**config.mk**
```make
export PLATFORM = sky130hd
export DESIGN_NAME = load_store_unit
export DESIGN_NICKNAME = d
export VERILOG_FILES = /design/src/rtl/load_store_unit.sv
export SDC_FILE = /design/constraint.sdc
export NUM_CORES = 1
export LEC_CHECK = 0
export CORE_ASPECT_RATIO = 1.4
export CORE_MARGIN = 10
export CORE_UTILIZATION = 45
export CTS_CLUSTER_DIAMETER = 50
export DETAILED_ROUTE_END_ITERATION = 7
export PLACE_DENSITY = 0.82
export REMOVE_ABC_BUFFERS = 1
export SLEW_MARGIN = 20
export SYNTH_ARGS = -nofsm -noshare
export SYNTH_HDL_FRONTEND = slang
export SYNTH_SLANG_ARGS = --single-unit
```
**constraint.sdc**
```tcl
create_clock -name clk_i -period 7.4 [get_ports clk_i]
set_input_delay 1.48 -clock clk_i [delete_from_list [all_inputs] [get_ports clk_i]]
set_output_delay 1.48 -clock clk_i [all_outputs]
set_load 0.02 [all_outputs]
```
**src/rtl/load_store_unit.sv**
```systemverilog
// Load/store unit: initiator side of the CPU data-memory port.
// Accepts one load/store per handshake, issues word-aligned req/ack memory
// transactions (two for accesses that cross a word boundary), aligns and
// extends load data, and reports completion with a one-cycle done pulse.
module load_store_unit #(
    parameter int ADDRESS_WIDTH = 32,
    parameter int DATA_WIDTH    = 32,   // only 32 (four byte lanes) is supported
    parameter int ACK_TIMEOUT   = 16    // 0 = wait forever for mem_ack_i
) (
    input  logic                     clk_i,
    input  logic                     rst_ni,
    input  logic                     req_i,
    output logic                     ready_o,
    input  logic                     we_i,
    input  logic [2:0]               funct3_i,
    input  logic [ADDRESS_WIDTH-1:0] addr_i,
    input  logic [DATA_WIDTH-1:0]    data_i,
    output logic                     done_o,
    output logic                     err_o,
    output logic [DATA_WIDTH-1:0]    data_o,
    output logic                     mem_req_o,
    output logic                     mem_we_o,
    output logic [ADDRESS_WIDTH-1:0] mem_addr_o,
    output logic [3:0]               mem_be_o,
    output logic [DATA_WIDTH-1:0]    mem_wdata_o,
    input  logic [DATA_WIDTH-1:0]    mem_rdata_i,
    input  logic                     mem_ack_i
);

    localparam int CNT_W = (ACK_TIMEOUT > 0) ? $clog2(ACK_TIMEOUT + 1) : 1;

    typedef enum logic [1:0] {
        IDLE = 2'd0,
        ACC0 = 2'd1,
        ACC1 = 2'd2,
        DONE = 2'd3
    } state_t;

    state_t                   state_reg, state_next;
    logic                     we_reg, we_next;
    logic [2:0]               funct3_reg, funct3_next;
    logic [ADDRESS_WIDTH-1:0] addr_reg, addr_next;
    logic [DATA_WIDTH-1:0]    wdata_reg, wdata_next;
    logic                     err_reg, err_next;
    logic [DATA_WIDTH-1:0]    rdata0_reg, rdata0_next;
    logic [DATA_WIDTH-1:0]    data_reg, data_next;
    logic [CNT_W-1:0]         cnt_reg, cnt_next;

    logic [7:0]               base_mask;
    logic [7:0]               mask8;
    logic                     split;
    logic [4:0]               byte_shift;
    logic [2*DATA_WIDTH-1:0]  w64;
    logic [DATA_WIDTH-1:0]    rdata_lo;
    logic [DATA_WIDTH-1:0]    rdata_hi;
    logic [2*DATA_WIDTH-1:0]  r64_shifted;
    logic [DATA_WIDTH-1:0]    load_raw;
    logic [DATA_WIDTH-1:0]    load_result;
    logic [ADDRESS_WIDTH-1:0] word_addr;
    logic                     timeout_hit;
    logic                     illegal_in;

    // Illegal width codes: reserved encodings, and unsigned widths on stores.
    assign illegal_in = (funct3_i == 3'b011) || (funct3_i[2:1] == 2'b11) ||
                        (we_i && funct3_i[2]);

    // Lane mask over two consecutive words; bits [7:4] belong to the second word.
    always_comb begin
        base_mask = 8'h0F;
        case (funct3_reg[1:0])
            2'b00:   base_mask = 8'h01;
            2'b01:   base_mask = 8'h03;
            default: base_mask = 8'h0F;
        endcase
    end

    assign byte_shift = {addr_reg[1:0], 3'b000};
    assign mask8      = base_mask << addr_reg[1:0];
    assign split      = |mask8[7:4];
    assign w64        = {{DATA_WIDTH{1'b0}}, wdata_reg} << byte_shift;
    assign word_addr  = {addr_reg[ADDRESS_WIDTH-1:2], 2'b00};

    // The abort fires at the end of the ACK_TIMEOUT-th consecutive non-ack cycle.
    assign timeout_hit = (ACK_TIMEOUT != 0) && (cnt_reg == CNT_W'(ACK_TIMEOUT - 1));

    // Assemble the two-word read window for the beat that completes the load.
    always_comb begin
        rdata_lo = mem_rdata_i;
        rdata_hi = '0;
        if (state_reg == ACC1) begin
            rdata_lo = rdata0_reg;
            rdata_hi = mem_rdata_i;
        end
    end

    assign r64_shifted = {rdata_hi, rdata_lo} >> byte_shift;
    assign load_raw    = r64_shifted[DATA_WIDTH-1:0];

    // Sign- or zero-extend the aligned load value according to the width code.
    always_comb begin
        load_result = load_raw;
        case (funct3_reg)
            3'b000:  load_result = {{(DATA_WIDTH-8){load_raw[7]}}, load_raw[7:0]};
            3'b001:  load_result = {{(DATA_WIDTH-16){load_raw[15]}}, load_raw[15:0]};
            3'b100:  load_result = {{(DATA_WIDTH-8){1'b0}}, load_raw[7:0]};
            3'b101:  load_result = {{(DATA_WIDTH-16){1'b0}}, load_raw[15:0]};
            default: load_result = load_raw;
        endcase
    end

    // Next-state logic and memory-port outputs.
    always_comb begin
        state_next  = state_reg;
        we_next     = we_reg;
        funct3_next = funct3_reg;
        addr_next   = addr_reg;
        wdata_next  = wdata_reg;
        err_next    = err_reg;
        rdata0_next = rdata0_reg;
        data_next   = data_reg;
        cnt_next    = cnt_reg;
        mem_req_o   = 1'b0;
        mem_we_o    = 1'b0;
        mem_addr_o  = '0;
        mem_be_o    = 4'b0000;
        mem_wdata_o = '0;

        case (state_reg)
            IDLE: begin
                if (req_i) begin
                    we_next     = we_i;
                    funct3_next = funct3_i;
                    addr_next   = addr_i;
                    wdata_next  = data_i;
                    cnt_next    = '0;
                    if (illegal_in) begin
                        err_next   = 1'b1;
                        data_next  = '0;
                        state_next = DONE;
                    end else begin
                        err_next   = 1'b0;
                        state_next = ACC0;
                    end
                end
            end

            ACC0, ACC1: begin
                mem_req_o = 1'b1;
                mem_we_o  = we_reg;
                if (state_reg == ACC0) begin
                    mem_addr_o  = word_addr;
                    mem_be_o    = mask8[3:0];
                    mem_wdata_o = w64[DATA_WIDTH-1:0];
                end else begin
                    mem_addr_o  = word_addr + ADDRESS_WIDTH'(4);
                    mem_be_o    = mask8[7:4];
                    mem_wdata_o = w64[2*DATA_WIDTH-1:DATA_WIDTH];
                end

                if (mem_ack_i) begin
                    if (state_reg == ACC0 && split) begin
                        if (!we_reg) begin
                            rdata0_next = mem_rdata_i;
                        end
                        cnt_next   = '0;
                        state_next = ACC1;
                    end else begin
                        data_next  = we_reg ? '0 : load_result;
                        state_next = DONE;
                    end
                end else if (timeout_hit) begin
                    err_next   = 1'b1;
                    data_next  = '0;
                    state_next = DONE;
                end else if (ACK_TIMEOUT != 0) begin
                    cnt_next = cnt_reg + CNT_W'(1);
                end
            end

            DONE: begin
                state_next = IDLE;
            end

            default: begin
                state_next = IDLE;
            end
        endcase
    end

    assign ready_o = (state_reg == IDLE);
    assign done_o  = (state_reg == DONE);
    assign err_o   = (state_reg == DONE) && err_reg;
    assign data_o  = data_reg;

    // State and datapath registers with synchronous active-low reset.
    always_ff @(posedge clk_i) begin
        if (!rst_ni) begin
            state_reg  <= IDLE;
            we_reg     <= 1'b0;
            funct3_reg <= 3'b000;
            addr_reg   <= '0;
            wdata_reg  <= '0;
            err_reg    <= 1'b0;
            rdata0_reg <= '0;
            data_reg   <= '0;
            cnt_reg    <= '0;
        end else begin
            state_reg  <= state_next;
            we_reg     <= we_next;
            funct3_reg <= funct3_next;
            addr_reg   <= addr_next;
            wdata_reg  <= wdata_next;
            err_reg    <= err_next;
            rdata0_reg <= rdata0_next;
            data_reg   <= data_next;
            cnt_reg    <= cnt_next;
        end
    end

endmodule

```
## Word level (Yosys, flattened, before mapping)

Index checks and enable logic that the tools add are counted.

- Logic and storage cells: 85
- Register bits after elaboration: 140
- Bits of input ports: 104

- Shift-type cells: 3
- Mux-type cells: 35
- Equal/unequal tests: 18
- $add $sub $neg: 2
- Bitwise gates (word level): 1
- Reduce and logical (&&, ||, !) cells: 17

Operators with widths:

| operator | number |
|---|---|
| $mux 32 | 12 |
| $pmux 32 s4 | 1 |
| $pmux 32 s2 | 1 |
| $shl 32x5->64 | 1 |
| $shr 64x5->32 | 1 |
| $add 32x3->32 const B | 1 |
| $mux 5 | 4 |
| $ne 3x3->1 const B | 4 |
| $reduce_and 4->1 | 3 |
| $pmux 5 s2 | 1 |
| $mux 2 | 4 |
| $mux 4 | 2 |
| $pmux 4 s2 | 1 |
| $shl 8x2->8 | 1 |
| $mux 1 | 7 |
| $eq 2x2->1 const B | 3 |
| $eq 3x3->1 const B | 2 |
| $ne 2x2->1 const B | 3 |
| $pmux 2 s3 | 1 |
| $add 5x1->5 const B | 1 |
| $eq 5x4->1 const B | 1 |
| $reduce_and 5->1 | 1 |
| $eq 2x1->1 const B | 2 |
| $logic_not 2->1 | 2 |
| 12 further kinds | 16 |

## Depth between registers and ports, before layout

Gate-level depths: netlist of run 1.

- Word-level depth: 8
- Depth in mapped cells: 11
- Depth with buffers taken out: 8

## Worst setup path after synthesis of run 1

Ideal clock, no wire load.

- Path kind: flip-flop to output port
- From: reg state_reg[1]
- To: out mem_addr_o[30]
- Arrival: 2.141 ns
- Slack: 3.779 ns
- Stages on the path, launching flop included: 8
- Required time: 5.920 ns
- Cell sequence: dfxtp_1 inv_1 ha_1 nand4b_1 nor4_2 nand4_1 xor2_1 nor2_1

- Word-level cells in the longest chain between the ends: 3
- Elaborated cells on any way between the ends: 5
- Classes of those cells: eq/ne: 2; mux: 2; reduce/logical: 1

Ends and longest elaborated chain:

| what | RTL line | RTL |
|---|---|---|
| start, declared | 39 | `state_t state_reg, state_next;` |
| start signal, assigned | 208 | `state_reg <= state_next;` |
| $eq 2x1->1 or $eq 2x2->1 (tied branches) | 128, 150 |  |
| $mux 32 or $reduce_or 2->1 (tied branches) | 150, 128 |  |
| $mux 32 (*) | 128 | `case (state_reg)` |
| end, declared | 23 | `output logic [ADDRESS_WIDTH-1:0] mem_addr_o,` |

Every way passes the cells marked *; elsewhere a longest branch is shown, timed or not.

## Final worst setup path of run 1

- From: reg addr_reg[0]
- To: out mem_be_o[2]

- Word-level cells in the longest chain between the ends: 3

Ends and longest elaborated chain:

| what | RTL line | RTL |
|---|---|---|
| start, declared | 42 | `logic [ADDRESS_WIDTH-1:0] addr_reg, addr_next;` |
| start signal, assigned | 211 | `addr_reg <= addr_next;` |
| $shl 8x2->8 | 78 | `assign mask8 = base_mask << addr_reg[1:0];` |
| $mux 4 | 150 | `if (state_reg == ACC0) begin` |
| $mux 4 | 128 |  |
| end, declared | 24 | `output logic [3:0] mem_be_o,` |

Every way passes these cells.

==> impl_metrics.yaml, run 1 <==
status:
  status: "complete, no violations"
place:
  port_buffers: 206
  dp_hpwl_um: 19600
  dp_slack_ns: 2.42
  dpl-instance-area_mm2: 0.0106
  gp_congestion: 0.892
cts:
  cts-buffers-inserted: 17
  cts.hold.buffers_added: 0
  cts_buffer_depth: 2
  cts_tree: "built"
  cts-htree-levels: 4
  clkTransAtPathRegs_ns: 0.06
  cts-resized-gates: 0
  cts_post_setup_buffers_inserted: 0
  cts.sinks: 140
  clk_latency_ns: 0.43
  cts_root_buffer: "clkbuf_16"
timing:
  hold_viol: 0
  max_freq_mhz: 182
  setup_ws_ns: 1.92
  rsz0062_at_grt: "no"
  final-setup-viol-count: 0
  relSlewSlack_pct: 30.5
  post-route-period-util_pct: 74.1
  period_minus_slack_ns: 5.48
  worst_pin_slew_ns: 1.04
  fin_tns_setup_ns: 0
  finClkSkew_ns: 0.00960
  drv_slew: 0
  hold_ws_ns: 0.466
hold_path:
  hp-class: "reg2reg"
  whs_endpoint: "data_o[24]"
  min-delay-start: "data_o[24]"
  hold-path-cell-count: 1
route:
  firstDrtPassIters: 6
  drc: 0
  num_vias: 8365
  drt-total-wl_um: 28300
  postRouteAntennaNets: 0
  post_drt_via_cell_ratio: 5.76
  avgRoutedWirePerCell_um: 19.5
  first_iter_violations: 707
logic_synthesis:
  synth.largest_area_cell: "dfxtp_1"
  synth_top_area_share_pct: 33.0
  ys_ff_latch: 140
  seq_area_frac_synth_pct: 33.0
  synth.yosys.warnings: 0
  synth.cell_area_mm2: 0.00850
  syn_inst: 1040
  syn_avg_cell_area_um2: 8.17
  synthArstFlopShare_pct: 0
  yosysUniqueCellTypes: 55
  synth_edf_count: 0
  synth_flop_cell: "dfxtp_1"
  synthTopCellsByArea: "dfxtp_1 33%, mux2i_1 13%, nand2_1 7.9%"
flow_run:
  drv_cap: 0
global_routing:
  grt_start_max_net_pins: 81
  grt_pass1_vias: 8214
  track_usage_pct: 21.9
  grt_pass1_wl_um: 43600
  grt_overflow: 0
  antenna_found_initial: 1
setup_path:
  cpMaxStageDelayCell: "dfxtp_4"
  rr_endpoint: "data_o[30]"
  r2r_start: "addr_reg[0]"
  crit_chain: "inv_2 -> nor2_1 -> o21ai_0 -> a21oi_1 -> clkdlybuf4s50_1"
  cp_max_fo: 80
  critical_path_buf_inv_count: 2
  critPathTopFamily: "buffers and inverters"
  r2r_slack_ns: 4.14
  critPathMaxStageDelay_ns: 1.00
  critPathCaptureType: "output pin"
  startpoint_type: "flop"
  critPathKind: "reg2out"
  worstPathRequired_ns: 5.92
  cp.arrival_ns: 4.00
  worstRegToRegCells: 5
final_layout:
  fin_nets: 1308
  num_antenna_cells: 0
  final_layout_size_suffix_gt1_share_pct: 6.88
  syn2layout_area_growth_pct: 32.0
  design_area_mm2: 0.0112
  post-route-util_pct: 60.3
floorplan:
  row_count: 59
  initial_core_util_pct: 45.7
  fp.dieH_um: 183
  die_w_um: 136
  core_region_area_mm2: 0.0186
  io_pins: 209
  dieArea_mm2: 0.0249
power_and_ir_drop:
  powerDensity_mw_per_mm2: 277
  max-vdd-ir-drop_uv: 163
  power_leakage_uw: 0.00388
worst max-delay path by stage:
stage | start | end | slack [ns] | cells after the start
2_1_floorplan | addr_reg[0] | rdata0_reg[0] | 1.86 | 5
3_3_place_gp | addr_reg[0] | mem_be_o[2] | 2.44 | 5
3_5_place_dp | addr_reg[0] | mem_be_o[2] | 2.42 | 5
4_1_cts | addr_reg[0] | mem_be_o[2] | 1.98 | 5
5_1_grt | addr_reg[0] | mem_be_o[2] | 1.75 | 5
6_report | addr_reg[0] | mem_be_o[2] | 1.92 | 5
power breakdown:
group | switching, uW | internal [uW] | total (uW)
combinational | 741 | 472 | 1210
clock | 338 | 614 | 952
sequential | 108 | 840 | 948
layout by cell type, fill, tap and decap left out, types with 2 or more instances in the layout:
cell type,instances
xnor2_1,4
and4_1,3
clkdlybuf4s50_1,205
a21oi_1,31
a22oi_1,17
nor2_1,93
bufinv_16,5
o311a_1,2
o22a_1,10
nand2_1,177
a22o_1,9
nor3_1,3
dfxtp_1,138
and2_1,18
or3_1,3
nor3b_1,2
conb_1,2
nand2b_1,5
buf_4,9
inv_1,7
and3_1,7
xor2_1,25
clkbuf_8,2
a311o_1,8
o21ai_0,39
ha_1,9
mux2i_1,109
nand3_1,14
inv_2,2
clkbuf_16,17
a21boi_0,71
mux2_2,29
o2bb2ai_1,16
clkinv_2,3
o22ai_1,14
a211oi_1,9
nor2b_1,46
o41ai_1,2
nand4_1,14
kinds of logic (layout without fill, tap and decap cells):
family                   count (synthesis)  in the layout  share of synthesized area, %
flip-flops                             140            140                          33.0
multiplexers                           139            139                          16.9
buffers and inverters                   90            256                          4.92
other                                    1              2                        0.0441
adder cells (fa/ha/maj)                  9              9                          1.32
AO/OA/AOI/OAI                          235            235                          19.4
XOR/XNOR                                29             29                          2.99
AND/OR/NAND/NOR                        397            397                          21.5
Yosys cell counts (8+ instances only):
library cell,count
nand2_1,178
dfxtp_1,140
mux2i_1,109
nor2_1,93
a21boi_0,71
clkbuf_1,51
nor2b_1,47
o21ai_0,39
a21oi_1,31
mux2_2,29
xor2_1,25
and2_1,19
a22oi_1,17
o2bb2ai_1,16
nand3_1,14
nand4_1,14
o22ai_1,14
buf_2,10
o22a_1,10
a211oi_1,9
a22o_1,9
ha_1,9
a311o_1,8
layer usage:
metal  vias up  global-route usage, %  part of all wire [%]
met2       411                   37.3                    48
met1      3940                   24.3                    38
met3        67                   8.63                    11
li1       3947                      -                     -
met4         0                   7.13                   2.5
met5         -                      0                     0
area by class of cell:
class	count	area, um^2
tap	244	305
clock buffer	20	457
fill	1652	7380
clock inverter	11	190
multi-input combinational	811	5300
timing repair buffer	215	2120
sequential	140	2810
inverter	10	37.5
stage by stage:
stage	power [uW]	instances
after floorplan	1680	961
after global placement	2140	1420
after detailed placement	2160	1420
after CTS	3120	1451
after global routing	3260	1451
final	3110	1451
(Power assumes the default switching activity.)
==> run 2, diff against run 1 <==
clock period = 5.5 ns   (was 7.4 ns; I/O delays follow)
==> run 2 against run 1 <==
- worst setup slack worse by 1.2 ns
- hold slack lost 0.0046 ns
- utilization decreased by 0.054 points
- critical path depth unchanged
- final cell count rose by 0.14%
- wire length rose by 0.46%
- sequential power grew 35%
- clock skew down 0.0040 ns
- register-to-register slack worse by 2.1 ns
- power increased by 33%
- via count decreased by 1.0%
- critical path type unchanged
- largest power group unchanged
==> impl_metrics.yaml, run 2 (synthesis results as in run 1) <==
status:
  status: "complete, no violations"
power_and_ir_drop:
  max-vdd-ir-drop_uv: 200
  power_leakage_uw: 0.00388
  powerDensity_mw_per_mm2: 370
  power_uw: 4150
floorplan:
  initial_core_util_pct: 45.7
  fp.dieH_um: 183
  core_region_area_mm2: 0.0186
  die_w_um: 136
  row_count: 59
  dieArea_mm2: 0.0249
  io_pins: 209
cts:
  cts-htree-levels: 4
  cts_root_buffer: "clkbuf_16"
  cts_tree: "built"
  cts-resized-gates: 0
  clkTransAtPathRegs_ns: 0.06
  cts_buffer_depth: 2
  cts_post_setup_buffers_inserted: 0
  cts-buffers-inserted: 17
  cts.hold.buffers_added: 0
  cts.sinks: 140
  clk_latency_ns: 0.43
place:
  dp_hpwl_um: 19800
  port_buffers: 206
  dp_slack_ns: 1.18
  place_inst: 1421
  gp_congestion: 0.877
setup_path:
  rr_endpoint: "rdata0_reg[9]"
  cp_max_fo: 57
  worstRegToRegCells: 9
  cp.arrival_ns: 3.68
  r2r_start: "state_reg[1]"
  worstPathRequired_ns: 4.40
  r2r_slack_ns: 2.03
  startpoint_type: "flop"
  critPathKind: "reg2out"
  critPathCaptureType: "output pin"
route:
  num_vias: 8281
  avgRoutedWirePerCell_um: 19.6
  firstDrtPassIters: 5
  drc: 0
  postRouteAntennaNets: 0
  post_drt_via_cell_ratio: 5.70
  drt-total-wl_um: 28400
  first_iter_violations: 779
global_routing:
  grt_pass1_wl_um: 44000
  antenna_found_initial: 1
  track_usage_pct: 22.1
  grt_start_max_net_pins: 117
  top_usage_layer: "met2"
  grt_overflow: 0
  grt_use_met1_pct: 24.5
  grt_use_met2_pct: 37.1
  grt_pass1_vias: 8254
  grt_use_met3_pct: 8.69
final_layout:
  fin_nets: 1309
  multi_input_area_mm2: 0.00530
  post-route-util_pct: 60.3
  final_layout_size_suffix_gt1_share_pct: 6.87
  fillCellCount: 1656
  syn2layout_area_growth_pct: 31.9
  layout_commonest_cell: "clkdlybuf4s50_1"
  final_cell_mix: "205 x clkdlybuf4s50_1, 177 x nand2_1, 138 x dfxtp_1"
  fin_cells: 1453
  seq_area_mm2: 0.00281
timing:
  fin_tns_setup_ns: 0
  period_minus_slack_ns: 4.78
  finClkSkew_ns: 0.00559
  final-setup-viol-count: 0
  setup_ws_ns: 0.717
  worst_pin_slew_ns: 1.05
  drv_slew: 0
  max_freq_mhz: 209
  hold_viol: 0
  post-route-period-util_pct: 87.0
  relSlewSlack_pct: 30.2
  rsz0062_at_grt: "no"
hold_path:
  min-delay-start: "data_o[17]"
  hold-path-cell-count: 1
  whs_endpoint: "data_o[17]"
  hp-class: "reg2reg"
flow_run:
  drv_cap: 0
[run 2: cell count changes in the layout (fill, tap and decap cells not counted)]
cell        previous run  this run
buf_4                  9        10
bufinv_16              5         4
clkbuf_16             17        18
clkbuf_8               2         1
clkinv_2               3         4
clkinv_4               1         0
clkinvlp_4             1         2
diode_2                0         1
nor3_1                 3         4
nor3_2                 1         0
[run 2: layer usage]
layer / wire [um] / part of all wire, % / vias up
met2: 13500 / 47 / 394
met1: 10900 / 38 / 3880
met3: 3300 / 12 / 73
li1: - / - / 3934
met5: 0 / 0 / -
met4: 792 / 2.8 / 0
[run 2: report_power, final]
part,internal [uW],switching (uW),leakage [uW],total [uW]
combinational,636,991,0.00243,1630
sequential,1130,152,0.00114,1280
clock,793,453,0.000307,1250
total,2560,1600,0.00388,4150
[run 2: how the worst max path moves through the flow]
stage          cells after the start  slack [ns]        endpoint          from
2_1_floorplan                      5       -0.04   rdata0_reg[0]   addr_reg[0]
3_3_place_gp                       7        1.27     mem_be_o[2]  state_reg[1]
3_5_place_dp                       8        1.18  mem_addr_o[30]  state_reg[1]
4_1_cts                            8        0.72  mem_addr_o[30]  state_reg[1]
5_1_grt                            8        0.44  mem_addr_o[30]  state_reg[1]
6_report                           5        0.72     mem_be_o[2]   addr_reg[0]
[run 2: area by class of cell]
cell class / count / area share (%)
diodes: 1 / 0.0223
clock buffers: 20 / 4.17
clock inverters: 11 / 1.46
inverters: 10 / 0.335
multi-input cells: 811 / 47.2
flip-flops and latches: 140 / 25.0
well taps: 244 / 2.72
repair buffers: 216 / 19.0
[run 2: worst max-delay path: stages, from the launching register on]
cell and delay, ns:
dfxtp_4 0.81, inv_2 0.51, nor2_1 0.82, o21ai_0 0.20, a21oi_1 0.18, clkdlybuf4s50_1 0.68
[run 2: stage by stage]
step | hold slack [ns] | area, um^2
2_1_floorplan | 0.441 | 8130
3_3_place_gp | 0.447 | 10600
3_5_place_dp | 0.447 | 10600
4_1_cts | 0.465 | 11200
5_1_grt | 0.479 | 11200
6_report | 0.462 | 11200
==> run 3, diff against run 2 <==
CAP_MARGIN = 10   (was unset)
==> results of run 3 <==
Same layout as run 2: the final DEF is identical, and so are final timing and power.
